--- config.mk ---
export PLATFORM = sky130hd
export DESIGN_NAME = idu1_issue_scoreboard
export DESIGN_NICKNAME = d
export VERILOG_FILES = /design/src/rtl/idu1_issue_scoreboard_pkg.sv /design/src/rtl/idu1_issue_scoreboard_sb_regfile_pending.sv /design/src/rtl/idu1_issue_scoreboard.sv
export SDC_FILE = /design/constraint.sdc
export NUM_CORES = 1
export LEC_CHECK = 0
export CAP_MARGIN = 15
export CORE_MARGIN = 2
export CORE_UTILIZATION = 40
export DETAILED_ROUTE_END_ITERATION = 8
export PLACE_DENSITY = 0.71
export SLEW_MARGIN = 20
export SYNTH_ARGS = -nofsm -noshare
export SYNTH_HDL_FRONTEND = slang
export SYNTH_SLANG_ARGS = --single-unit
export TNS_END_PERCENT = 10
--- constraint.sdc ---
create_clock -name clk -period 4.1 [get_ports clk]
set_clock_uncertainty 0.2 [all_clocks]
set_input_delay 0.82 -clock clk [delete_from_list [all_inputs] [get_ports clk]]
set_output_delay 0.82 -clock clk [all_outputs]
set_load 0.01 [all_outputs]
--- src/rtl/idu1_issue_scoreboard_pkg.sv ---
// Shared types and constants for the decode/issue scoreboard block.
package idu1_issue_scoreboard_pkg;

    localparam int SB_NUM_REGS  = 32;
    localparam int SB_REG_AW    = $clog2(SB_NUM_REGS);
    localparam int SB_PAYLOAD_W = 128;
    localparam int SB_NUM_UNITS = 4;
    localparam int SB_NUM_WB    = 2;

    localparam int UNIT_ALU = 0;
    localparam int UNIT_MUL = 1;
    localparam int UNIT_DIV = 2;
    localparam int UNIT_LSU = 3;

    // Held-instruction layout for the default configuration.
    typedef struct packed {
        logic [SB_PAYLOAD_W-1:0] payload;
        logic [SB_REG_AW-1:0]    rs1_addr;
        logic [SB_REG_AW-1:0]    rs2_addr;
        logic [SB_REG_AW-1:0]    rd_addr;
        logic                    rs1_en;
        logic                    rs2_en;
        logic                    rd_en;
        logic [SB_NUM_UNITS-1:0] unit;
    } idu1_iss_t;

endpackage

--- src/rtl/idu1_issue_scoreboard_sb_regfile_pending.sv ---
// Per-register pending-write vector with writeback clear decode and issue set.
module sb_regfile_pending #(
    parameter int NUM_REGS  = 32,
    parameter int REG_AW    = $clog2(NUM_REGS),
    parameter int NUM_WB    = 2,
    parameter bit WB_BYPASS = 1'b0
) (
    input  logic                     clk,
    input  logic                     rst,
    input  logic [NUM_WB-1:0]        wb_valid,
    input  logic [NUM_WB*REG_AW-1:0] wb_rd_addr,
    input  logic                     set_en,
    input  logic [REG_AW-1:0]        set_addr,
    output logic [NUM_REGS-1:0]      pending,
    output logic [NUM_REGS-1:0]      hz_pending
);

    logic [NUM_REGS-1:0] wb_clr;
    logic [NUM_REGS-1:0] set_vec;
    logic [NUM_REGS-1:0] pending_q;

    // Register 0 is never decoded, so it can never become pending.
    always_comb begin
        wb_clr  = '0;
        set_vec = '0;
        for (int r = 1; r < NUM_REGS; r++) begin
            for (int p = 0; p < NUM_WB; p++) begin
                if (wb_valid[p] && wb_rd_addr[p*REG_AW +: REG_AW] == REG_AW'(r))
                    wb_clr[r] = 1'b1;
            end
            set_vec[r] = set_en && (set_addr == REG_AW'(r));
        end
    end

    // Set is ORed after the clear so a same-cycle reissue keeps the bit.
    always_ff @(posedge clk) begin
        if (rst)
            pending_q <= '0;
        else
            pending_q <= (pending_q & ~wb_clr) | set_vec;
    end

    assign pending    = pending_q;
    assign hz_pending = WB_BYPASS ? (pending_q & ~wb_clr) : pending_q;

endmodule

--- src/rtl/idu1_issue_scoreboard.sv ---
// Decode/issue register with RAW/WAW/unit-busy scoreboard.
// Optional same-cycle writeback bypass on the hazard check: IDU1_SB_WB_BYPASS_EN.
module idu1_issue_scoreboard
    import idu1_issue_scoreboard_pkg::*;
#(
    parameter int NUM_REGS  = SB_NUM_REGS,
    parameter int REG_AW    = $clog2(NUM_REGS),
    parameter int PAYLOAD_W = SB_PAYLOAD_W,
    parameter int NUM_UNITS = SB_NUM_UNITS,
    parameter int NUM_WB    = SB_NUM_WB
) (
    input  logic                     clk,
    input  logic                     rst,
    input  logic                     flush,
    input  logic                     dec_valid,
    output logic                     dec_ready,
    input  logic [PAYLOAD_W-1:0]     dec_payload,
    input  logic                     dec_rs1_en,
    input  logic                     dec_rs2_en,
    input  logic                     dec_rd_en,
    input  logic [REG_AW-1:0]        dec_rs1_addr,
    input  logic [REG_AW-1:0]        dec_rs2_addr,
    input  logic [REG_AW-1:0]        dec_rd_addr,
    input  logic [NUM_UNITS-1:0]     dec_unit,
    output logic                     iss_valid,
    input  logic                     iss_ready,
    output logic [PAYLOAD_W-1:0]     iss_payload,
    output logic [REG_AW-1:0]        iss_rs1_addr,
    output logic [REG_AW-1:0]        iss_rs2_addr,
    output logic [REG_AW-1:0]        iss_rd_addr,
    output logic                     iss_rd_en,
    output logic [NUM_UNITS-1:0]     iss_unit,
    input  logic [NUM_UNITS-1:0]     unit_busy,
    input  logic [NUM_WB-1:0]        wb_valid,
    input  logic [NUM_WB*REG_AW-1:0] wb_rd_addr,
    output logic [NUM_REGS-1:0]      sb_pending,
    output logic                     stall
);

`ifdef IDU1_SB_WB_BYPASS_EN
    localparam bit WB_BYPASS = 1'b1;
`else
    localparam bit WB_BYPASS = 1'b0;
`endif

    typedef struct packed {
        logic [PAYLOAD_W-1:0] payload;
        logic [REG_AW-1:0]    rs1_addr;
        logic [REG_AW-1:0]    rs2_addr;
        logic [REG_AW-1:0]    rd_addr;
        logic                 rs1_en;
        logic                 rs2_en;
        logic                 rd_en;
        logic [NUM_UNITS-1:0] unit;
    } iss_t;

    iss_t                q;
    iss_t                dec_in;
    logic                q_valid;
    logic                hazard;
    logic                iss_fire;
    logic                capture;
    logic [NUM_REGS-1:0] hz_pending;

    always_comb begin
        dec_in.payload  = dec_payload;
        dec_in.rs1_addr = dec_rs1_addr;
        dec_in.rs2_addr = dec_rs2_addr;
        dec_in.rd_addr  = dec_rd_addr;
        dec_in.rs1_en   = dec_rs1_en;
        dec_in.rs2_en   = dec_rs2_en;
        dec_in.rd_en    = dec_rd_en;
        dec_in.unit     = dec_unit;
    end

    assign iss_fire  = iss_valid & iss_ready;
    assign dec_ready = ~q_valid | iss_fire;
    assign capture   = dec_valid & dec_ready & ~flush;

    // Issue register: flush empties it, a new capture overrides an outgoing fire.
    always_ff @(posedge clk) begin
        if (rst) begin
            q_valid <= 1'b0;
            q       <= '0;
        end else begin
            if (flush)
                q_valid <= 1'b0;
            else if (capture)
                q_valid <= 1'b1;
            else if (iss_fire)
                q_valid <= 1'b0;
            if (capture)
                q <= dec_in;
        end
    end

    sb_regfile_pending #(
        .NUM_REGS  (NUM_REGS),
        .REG_AW    (REG_AW),
        .NUM_WB    (NUM_WB),
        .WB_BYPASS (WB_BYPASS)
    ) u_pending (
        .clk        (clk),
        .rst        (rst),
        .wb_valid   (wb_valid),
        .wb_rd_addr (wb_rd_addr),
        .set_en     (iss_fire & q.rd_en),
        .set_addr   (q.rd_addr),
        .pending    (sb_pending),
        .hz_pending (hz_pending)
    );

    always_comb begin
        hazard = |(q.unit & unit_busy);
        if (q.rs1_en && q.rs1_addr != '0 && hz_pending[q.rs1_addr]) hazard = 1'b1;
        if (q.rs2_en && q.rs2_addr != '0 && hz_pending[q.rs2_addr]) hazard = 1'b1;
        if (q.rd_en  && q.rd_addr  != '0 && hz_pending[q.rd_addr])  hazard = 1'b1;
    end

    assign iss_valid    = q_valid & ~hazard & ~flush;
    assign stall        = q_valid & hazard;
    assign iss_payload  = q.payload;
    assign iss_rs1_addr = q.rs1_addr;
    assign iss_rs2_addr = q.rs2_addr;
    assign iss_rd_addr  = q.rd_addr;
    assign iss_rd_en    = q.rd_en;
    assign iss_unit     = q.unit;

    // Illegal-usage checks; the datapath deliberately does not mask these.
    for (genvar p = 0; p < NUM_WB; p++) begin : g_wb_chk
        a_wb_pending: assert property (@(posedge clk) disable iff (rst)
            (wb_valid[p] && wb_rd_addr[p*REG_AW +: REG_AW] != '0)
                |-> sb_pending[wb_rd_addr[p*REG_AW +: REG_AW]]);
        for (genvar k = p + 1; k < NUM_WB; k++) begin : g_pair
            a_wb_distinct: assert property (@(posedge clk) disable iff (rst)
                !(wb_valid[p] && wb_valid[k]
                  && wb_rd_addr[p*REG_AW +: REG_AW] == wb_rd_addr[k*REG_AW +: REG_AW]
                  && wb_rd_addr[p*REG_AW +: REG_AW] != '0));
        end
    end

    a_unit_onehot: assert property (@(posedge clk) disable iff (rst)
        dec_valid |-> $onehot(dec_unit));

endmodule

Word-level counts from Yosys, hierarchy flattened
Cells that the tools add are included.
Widths: inputs -> output; s select.
- register bits: 183
- input bits: 171
- output and inout bits: 183
- word-level logic and storage cells: 299
- order comparisons: 3
- equal/unequal tests: 93
- mux-type cells: 73
- bitwise gates (word level): 15
- reduce and logical (&&, ||, !) cells: 105
- operators with widths (cell ; number):
    $eq 5x5->1 const B ; 48
    $eq 5x4->1 const B ; 24
    $logic_and 1x1->1 ; 99
    $mux 1 ; 70
    $eq 5x3->1 const B ; 12
    $and 32x32->32 ; 1
    $not 32->32 ; 1
    $or 32x32->32 ; 1
    $eq 5x2->1 const B ; 6
    $lt 5x6->1 const B ; 3
    $bmux 1 s5 ; 3
    $eq 5x1->1 const B ; 3
    $reduce_bool 5->1 ; 3
    $and 1x1->1 ; 7
    $and 4x4->4 ; 1
    $reduce_or 4->1 ; 1
    $not 1->1 ; 3
    $reduce_bool 2->1 ; 1
    $reduce_or 2->1 ; 1
    $or 1x1->1 ; 1

Depth between registers and ports, before layout
Gate-level depths: netlist of run 1.
- depth after elaboration: 14
- gate-level depth with buffers: 12
- gate-level depth less buffers: 7

Cells and area by module
A second synthesis of run 1 with hierarchy kept.
- cells, all modules: 1132
- area, all modules: 9544.2 µm²
- by module, submodules not included (module ; times used ; cells an instance ; area an instance (µm²) ; sequential area each (µm²)):
    idu1_issue_scoreboard ; 1 ; 921 ; 7722.4 ; 3022.9
    sb_regfile_pending ; 1 ; 211 ; 1821.7 ; 620.6

Least setup slack after synthesis of run 1
OpenSTA, ideal clock, no wires.
- path type: register to output
- start point: register q (netlist bit iss_rs1_addr[1])
- end point: output dec_ready
- arrival time: 2.328 ns
- required time: 3.080 ns
- slack: 0.752 ns
- cell stages (with the launch flop): 11
- path buffers: 3
- path through: dfxtp_1 buf_6 mux4_2 mux2i_1 mux2i_1 a211oi_2 o21ai_2 nand2b_1 buf_6 buf_2 o31ai_1
- longest elaborated chain between the ends: 11
- elaborated cells on any way between the ends: 13
- those cells by class: mux: 5; bitwise: 5; reduce/logical: 3
- ends and longest elaborated chain (element ; line ; RTL):
    start, declared ; idu1_issue_scoreboard.sv:57 ; iss_t q;
    start signal, assigned ; idu1_issue_scoreboard.sv:93 ; q <= dec_in;
    $bmux 1 s5 / $reduce_bool 5->1 (equally long branches) ; idu1_issue_scoreboard.sv:115 ; if (q.rs1_en && q.rs1_addr != '0 && hz_pending[q.rs1_addr]) hazard = 1'b1;
    $mux 1 (not written as such) / $logic_and 1x1->1 (equally long branches) ; idu1_issue_scoreboard.sv:115 ;
    $logic_and 1x1->1 (*) ; idu1_issue_scoreboard.sv:115 ;
    $mux 1 (*) ; idu1_issue_scoreboard.sv:115 ;
    $mux 1 (*) ; idu1_issue_scoreboard.sv:116 ; if (q.rs2_en && q.rs2_addr != '0 && hz_pending[q.rs2_addr]) hazard = 1'b1;
    $mux 1 (*) ; idu1_issue_scoreboard.sv:117 ; if (q.rd_en && q.rd_addr != '0 && hz_pending[q.rd_addr]) hazard = 1'b1;
    $not 1->1 (*) ; idu1_issue_scoreboard.sv:120 ; assign iss_valid = q_valid & ~hazard & ~flush;
    $and 1x1->1 (*) (2 in a row) ; idu1_issue_scoreboard.sv:120 ;
    $and 1x1->1 (*) ; idu1_issue_scoreboard.sv:76 ; assign iss_fire = iss_valid & iss_ready;
    $or 1x1->1 (*) ; idu1_issue_scoreboard.sv:77 ; assign dec_ready = ~q_valid | iss_fire;
    end, declared ; idu1_issue_scoreboard.sv:16 ; output logic dec_ready,
Every way passes the cells marked *; elsewhere a longest branch is shown, timed or not. The select of a mux whose other input is x is not followed.

Worst setup path after layout of run 1
- start point: register q (netlist bit iss_rs2_addr[0])
- end point: output iss_valid
- longest elaborated chain between the ends: 8
- elaborated cells on any way between the ends: 10
- those cells by class: mux: 4; bitwise: 3; reduce/logical: 3
- ends and longest elaborated chain (element ; line ; RTL):
    $bmux 1 s5 / $reduce_bool 5->1 (equally long branches) ; idu1_issue_scoreboard.sv:116 ;
    $mux 1 (not written as such) / $logic_and 1x1->1 (equally long branches) ; idu1_issue_scoreboard.sv:116 ;
    $logic_and 1x1->1 (*) ; idu1_issue_scoreboard.sv:116 ;
    $mux 1 (*) ; idu1_issue_scoreboard.sv:116 ;
    $mux 1 (*) ; idu1_issue_scoreboard.sv:117 ;
    $not 1->1 (*) ; idu1_issue_scoreboard.sv:120 ;
    $and 1x1->1 (*) (2 in a row) ; idu1_issue_scoreboard.sv:120 ;
    end, declared ; idu1_issue_scoreboard.sv:25 ; output logic iss_valid,
Marks and branches as above.

==> results of run 1 <==
==> critical path: stages (launching register included) <==
cell             delay (ns)
dfxtp_1                0.50
mux4_2                 0.55
mux2i_1                0.28
o221ai_1               0.15
nand4_1                0.21
nand2b_4               0.10
nor2_1                 0.13
clkdlybuf4s50_1        0.55
==> cells in the mapped netlist, types with 6 or more instances <==
library cell and n:
nand2b_1 310, dfxtp_1 182, mux2i_1 168, buf_4 154
clkbuf_1 50, nand3b_1 34, a22oi_1 29, nor2_1 17
nand2_1 16, buf_6 15, o31ai_1 15, o41ai_1 14
nor2b_1 12, mux4_2 9, a32oi_1 8, nand3_1 8
mux2_1 6
==> metrics by stage <==
step | power (W) | setup WS, ns
6_report | 0.00456 | 0.170
5_1_grt | 0.00475 | 0.0252
4_1_cts | 0.00460 | 0.00636
3_5_place_dp | 0.00290 | 0.0365
3_3_place_gp | 0.00289 | 0.0996
2_1_floorplan | 0.00257 | 0.752
==> worst max path at each step <==
stage	startpoint	to	slack (ns)	cells past startpoint
floorplan	iss_rs1_addr[1]	dec_ready	0.75	10
global placement	unit_busy[1]	dec_ready	0.1	8
detailed placement	unit_busy[2]	dec_ready	0.04	8
CTS	iss_rd_addr[1]	stall	0.006	9
global route	iss_rd_addr[1]	stall	0.03	9
finish	iss_rs2_addr[0]	iss_valid	0.17	7
==> final cells by class <==
| cell class | instances | area, um^2 | share of cell area [%] |
|---|---|---|---|
| Antenna cell | 3 | 7.51 | 0.0543 |
| Clock buffer | 17 | 425 | 3.08 |
| Clock inverter | 15 | 178 | 1.29 |
| Inverter | 5 | 18.8 | 0.136 |
| Multi-Input combinational cell | 701 | 5410 | 39.1 |
| Sequential cell | 182 | 3650 | 26.4 |
| Tap cell | 335 | 419 | 3.03 |
| Timing Repair Buffer | 370 | 3710 | 26.9 |
==> routing by layer <==
metal  part of all wire, %  up-vias  global-route usage (%)
met2                    46      399                    33.8
li1                      -     3965                       -
met5                 0.043        -                       0
met4                   2.9        2                    7.65
met1                    42     3828                    26.3
met3                   9.2       48                    6.75
==> power by group through the flow <==
stage               registers (W)  clock network [W]  logic, W
floorplan                 0.00196                  0  0.000611
global placement          0.00198                  0  0.000903
detailed placement        0.00199                  0  0.000910
CTS                       0.00195            0.00174  0.000914
global route              0.00197            0.00181  0.000974
finish                    0.00195            0.00170  0.000911
==> logic make-up after synthesis <==
logic type	after synthesis
buffers and inverters	231
and+or+nand+nor	426
muxes	187
other	1
DFF	182
AOI/OAI and AO/OA	87
==> timing repair <==
| item | 4_1_cts | 5_1_grt |
|---|---|---|
| endpoints found under the setup margin | 3 | 2 |
| gates resized for setup | 5 | 5 |
| hold endpoints to repair | 0 | 0 |
| pin swaps | 0 | 0 |
==> sequential cells by signal (all words and copies together), names as in the netlist <==
register	cells
q_valid	1
u_pending.hz_pending	31
iss_payload	128
iss_rd_en	1
iss_rs1_addr	5
iss_unit	4
iss_rd_addr	5
q	2
iss_rs2_addr	5
==> out/qor.csv, run 1 <==
stage;metric;value;unit
finish;area_delta_synth_final;30.5;%
logic_synthesis;compound_cell_area_share_of_the_yosys_netlist;6.64;%
route;finalWirelength;30000;um
finish;nets;1448;
route;dr.first_iter.drc_count;649;
logic_synthesis;postSynthRegisterBits;182;
logic_synthesis;ys.warnings.count;0;
route;remaining_drc_errors;0;
logic_synthesis;syn_inst_count;1114;
clock_tree;clockRootBuffer;clkbuf_16;
logic_synthesis;syn-num-nets;1285;
power_and_ir_drop;power_switching_share;29.0;%
place;place_area;13200;um^2
sta;minimum_hold_slack;0.272;ns
route;avgViaCountPerCell;5.06;
sta;fin_max_slew_vios;0;
sta;period_share;95.9;%
place;placed_cells_incl_taps;1593;
logic_synthesis;synth-simple-area-share;24.8;%
floorplan;rows;59;
logic_synthesis;yosys.area.top_type_share;34.4;%
critical_path;cp_data_arrival_time;2.91;ns
grt;antenna_found_initial;5;
finish;layout-drive-gt1-share;5.81;%
grt;overflow;0;
sta;timing_hold_violations_final;0;
power_and_ir_drop;power.share.clock;37.2;%
critical_path;r2r.worst_path.cells;9;
clock_tree;clk-insertion-delay-late;0.43;ns
clock_tree;cts_max_level;4;
sta;final-setup-viol-count;0;
sta;rsz0062_at_grt;false;
finish;layout_commonest_cell;clkdlybuf4s50_1;
route;route.detailed.wl_per_inst;18.4;um
logic_synthesis;post_synth.cell_area_avg;9.50;um^2
critical_path;worst_setup_path_start_kind;register;
logic_synthesis;synth_adder_area_share;0;%
sta;setup-tns-final;0;ns
critical_path;reg2reg_slack;0.88;ns
floorplan;chipHeight;167;um
critical_path;critPathCaptureType;primary output;
power_and_ir_drop;share_seq_of_total_power;42.8;%
clock_tree;clock_sink_count;182;
grt;grt_pass1_vias;7919;
power_and_ir_drop;power.internal;0.00324;W
finish;number_of_inserted_filler_cells_in_the_final_layout;2346;
logic_synthesis;synth_area_leaders;dfxtp_1 (34%), nand2b_1 (18%), mux2i_1 (16%);
floorplan;num_io_pins;354;
finish;layout.cell_area.non_filler;13800;um^2
logic_synthesis;yosysSeqAreaShare;34.4;%
sta;max_freq;254;MHz
clock_tree;cts_post_setup_buffers_inserted;0;
min_path;worst_hold_launch;iss_payload[1];
power_and_ir_drop;comb_power_share;20.0;%
place;placement.io_buffers;352;
min_path;hold_path_class;register to register;
route;drtPass1Iterations;5;
floorplan;fp.coreArea;26000;um^2
critical_path;reg2reg_to;iss_payload[50];
floorplan;design.die.area;27800;um^2
logic_synthesis;post_synth_xor_area_fraction;0;%
finish;final_instance_count_excl_fillers;1628;
power_and_ir_drop;p_per_cell_area;330;nW/um^2
power_and_ir_drop;cellLeakagePower;4.92;nW
critical_path;worst-setup-path-type;register to primary output;
floorplan;dieWidth;167;um
route;antenna_violating_nets_post_route;0;
min_path;min_path_cells;2;
grt;grt_start_max_net_pins;197;
sta;fin_crit;3.93;ns
logic_synthesis;synth_enable_flop_cells;0;
clock_tree;cts_buffers;17;
critical_path;reg2reg_from;iss_rs2_addr[0];
logic_synthesis;muxShareOfSynthArea;19.3;%
power_and_ir_drop;p_sw;0.00132;W
floorplan;initial_core_util;40.7;%
clock_tree;cts_max_path_buffers;2;
logic_synthesis;synth_cell_types;49;
place;detailedPlacementHpwl;22000;um
logic_synthesis;synthesized_cell_area;10600;um^2
critical_path;required;3.08;ns
sta;max_slew_margin;31.9;%
finish;layout_common_cells;clkdlybuf4s50_1 (350), nand2b_1 (309), dfxtp_1 (179), mux2i_1 (168), nand3b_1 (34);
logic_synthesis;synth_top_family_by_area;simple AND/OR/NAND/NOR gates;
finish;finalCoreUtilization;53.2;%
logic_synthesis;synth_largest_area_cell;dfxtp_1;
critical_path;critical_path.max_fanout;5;
grt;grt.total_usage;21.0;%
clock_tree;clock_tree_from_tritoncts;done;
logic_synthesis;postSynth.asyncResetShare;0;%
clock_tree;ctsHoldBuffers;0;
route;num_vias;8242;
grt;grt_pass1_wl;46600;um
status;run_status;finished, final reports clean;
power_and_ir_drop;irDropWorstVdd;0.000208;V
clock_tree;clk_pin_slew;0.08;ns
run;drv_cap;0;
sta;worst_pin_slew;1.02;ns
min_path;min_delay_worst_endpoint;iss_payload[1];
place;routabilityCongestion;0.965;
logic_synthesis;yosys_most_used_dff;dfxtp_1;
No activity file was read; power rests on OpenSTA's default activity.
==> run 2, diff against run 1 <==
SKIP_LAST_GASP = 1   (was default)
==> out/qor.csv, run 2 (same netlist as run 1, synthesis figures left out) <==
stage;metric;value;unit;change
grt;grt_pass1_wl;46600;um;unchanged
floorplan;chipHeight;167;um;unchanged
clock_tree;cts_buffers;17;;unchanged
place;routabilityCongestion;0.965;;unchanged
power_and_ir_drop;power.total;0.00455;W;about the same
clock_tree;clockRootBuffer;clkbuf_16;;
floorplan;fp.coreArea;26000;um^2;unchanged
route;num_vias;8217;;-0.30%
clock_tree;clock_sink_count;182;;unchanged
min_path;worst_hold_launch;iss_payload[1];;
route;route.detailed.wl_per_inst;18.4;um;-0.21%
sta;minimum_hold_slack;0.272;ns;-0.0000940 ns
grt;antenna_found_initial;5;;unchanged
route;finalWirelength;30000;um;-0.21%
min_path;hold_path_class;register to register;;
finish;layout-drive-gt1-share;5.74;%;-0.078 points
status;run_status;finished, final reports clean;;
sta;fin_crit;4.04;ns;+0.109 ns
sta;timing_hold_violations_final;0;;unchanged
critical_path;critical-path-max-stage-delay;0.53;ns;-0.02 ns
critical_path;reg2reg_slack;0.94;ns;+0.06 ns
critical_path;worst_setup_path_start_kind;register;;
floorplan;num_io_pins;354;;unchanged
clock_tree;clk_pin_slew;0.08;ns;about the same
grt;grt_pass1_vias;7919;;unchanged
route;antenna_violating_nets_post_route;0;;unchanged
critical_path;required;3.08;ns;about the same
critical_path;worst_setup_path_startpoint;iss_rd_addr[1];;
run;drv_cap;0;;unchanged
finish;largest_register_ffs;128;;unchanged
power_and_ir_drop;p_per_cell_area;330;nW/um^2;about the same
sta;max_slew_margin;32.0;%;+0.034 points
floorplan;dieWidth;167;um;unchanged
clock_tree;ctsHoldBuffers;0;;unchanged
place;detailedPlacementHpwl;22000;um;unchanged
finish;number_of_inserted_filler_cells_in_the_final_layout;2346;;unchanged
critical_path;r2r.worst_path.cells;9;;unchanged
finish;area.sequential;3650;um^2;unchanged
power_and_ir_drop;cellLeakagePower;4.91;nW;about the same
critical_path;endpoint_of_the_most_critical_setup_path;stall;;
sta;period_share;98.5;%;+2.7 points
clock_tree;clk-insertion-delay-late;0.43;ns;about the same
route;drtPass1Iterations;7;;+2
grt;overflow;0;;unchanged
sta;worst_pin_slew;1.02;ns;-0.000516 ns
sta;fin_max_slew_vios;0;;unchanged
critical_path;reg2reg_to;iss_payload[50];;
grt;grt.total_usage;21.0;%;unchanged
clock_tree;cts_max_path_buffers;2;;unchanged
critical_path;cp_data_arrival_time;3.02;ns;+0.11 ns
route;dr.first_iter.drc_count;620;;-4.5%
sta;max_freq;248;MHz;-2.7%
clock_tree;cts_resized;4;;-1
grt;grt_start_max_net_pins;197;;unchanged
finish;finalCoreUtilization;53.1;%;about the same
sta;setup-tns-final;0;ns;unchanged
critical_path;worst-setup-path-type;register to primary output;;
floorplan;initial_core_util;40.7;%;unchanged
place;placement.io_buffers;352;;unchanged
finish;layout_commonest_cell;clkdlybuf4s50_1;;
critical_path;reg2reg_from;iss_rs2_addr[0];;
clock_tree;clock_tree_from_tritoncts;done;;
floorplan;rows;59;;unchanged
floorplan;design.die.area;27800;um^2;unchanged
critical_path;critPathCaptureType;primary output;;
clock_tree;cts_max_level;4;;unchanged
finish;nets;1448;;unchanged
finish;area_delta_synth_final;30.5;%;about the same
finish;multiInputGateArea;5400;um^2;-0.14%
clock_tree;cts_post_setup_buffers_inserted;0;;unchanged
route;avgViaCountPerCell;5.05;;-0.30%
critical_path;cp_cell_sequence;buf_4 -> nor2b_1 -> a221oi_1 -> or4_1 -> and4_1 -> o21ai_2 -> nand2b_2 -> and2_1 -> clkdlybuf4s50_1;;
power_and_ir_drop;irDropWorstVdd;0.000210;V;+0.51%
finish;layout_common_cells;clkdlybuf4s50_1 (350), nand2b_1 (309), dfxtp_1 (179), mux2i_1 (168), nand3b_1 (34);;
critical_path;critical_path.slowest_cell;clkdlybuf4s50_1;;
route;remaining_drc_errors;0;;unchanged
critical_path;critical_path.max_fanout;9;;+4
sta;final-setup-viol-count;0;;unchanged
sta;rsz0062_at_grt;true;;
==> run 2: worst min path at each step <==
stage	end	slack (ns)	cells past startpoint
2_1_floorplan	q[5]	0.25	2
3_3_place_gp	iss_payload[28]	0.26	2
3_5_place_dp	iss_payload[101]	0.26	2
4_1_cts	iss_payload[21]	0.28	2
5_1_grt	iss_payload[1]	0.29	2
6_report	iss_payload[1]	0.27	2
==> run 2: metal layers <==
layer	vias to the layer above	global-route usage (%)	share of wire (%)
met4	2	7.65	2.9
met3	49	6.75	8.9
li1	3968	-	-
met1	3813	26.3	42
met5	-	0	0.043
met2	385	33.8	46
==> run 2: through the flow <==
step	setup WS (ns)	instance area, um^2	cells
floorplan	0.752	10600	1114
global placement	0.0996	13200	1593
detailed placement	0.0365	13200	1593
CTS	-0.0396	13800	1625
global route	-0.103	13800	1627
finish	0.0609	13800	1628
==> run 2: worst max-delay path, delay by kind of cell, from the launching register on <==
family / cells / cell delay [ns]
buffers and inverters: 2 / 0.72
and+or+nand+nor: 5 / 1.23
DFF: 1 / 0.39
AOI/OAI and AO/OA: 2 / 0.25
==> run 2: layout make-up <==
| type | instances | area share (%) |
|---|---|---|
| Clock inverter | 15 | 1.29 |
| Antenna cell | 3 | 0.0544 |
| Timing Repair Buffer | 370 | 26.9 |
| Sequential cell | 182 | 26.4 |
| Tap cell | 335 | 3.03 |
| Inverter | 5 | 0.136 |
| Multi-Input combinational cell | 701 | 39.1 |
| Clock buffer | 17 | 3.08 |
==> run 2: power by group <==
part           switching, W  internal, W  total (W)
clock network      0.000863     0.000831    0.00169
registers         0.0000773      0.00187    0.00195
logic              0.000380     0.000529   0.000909
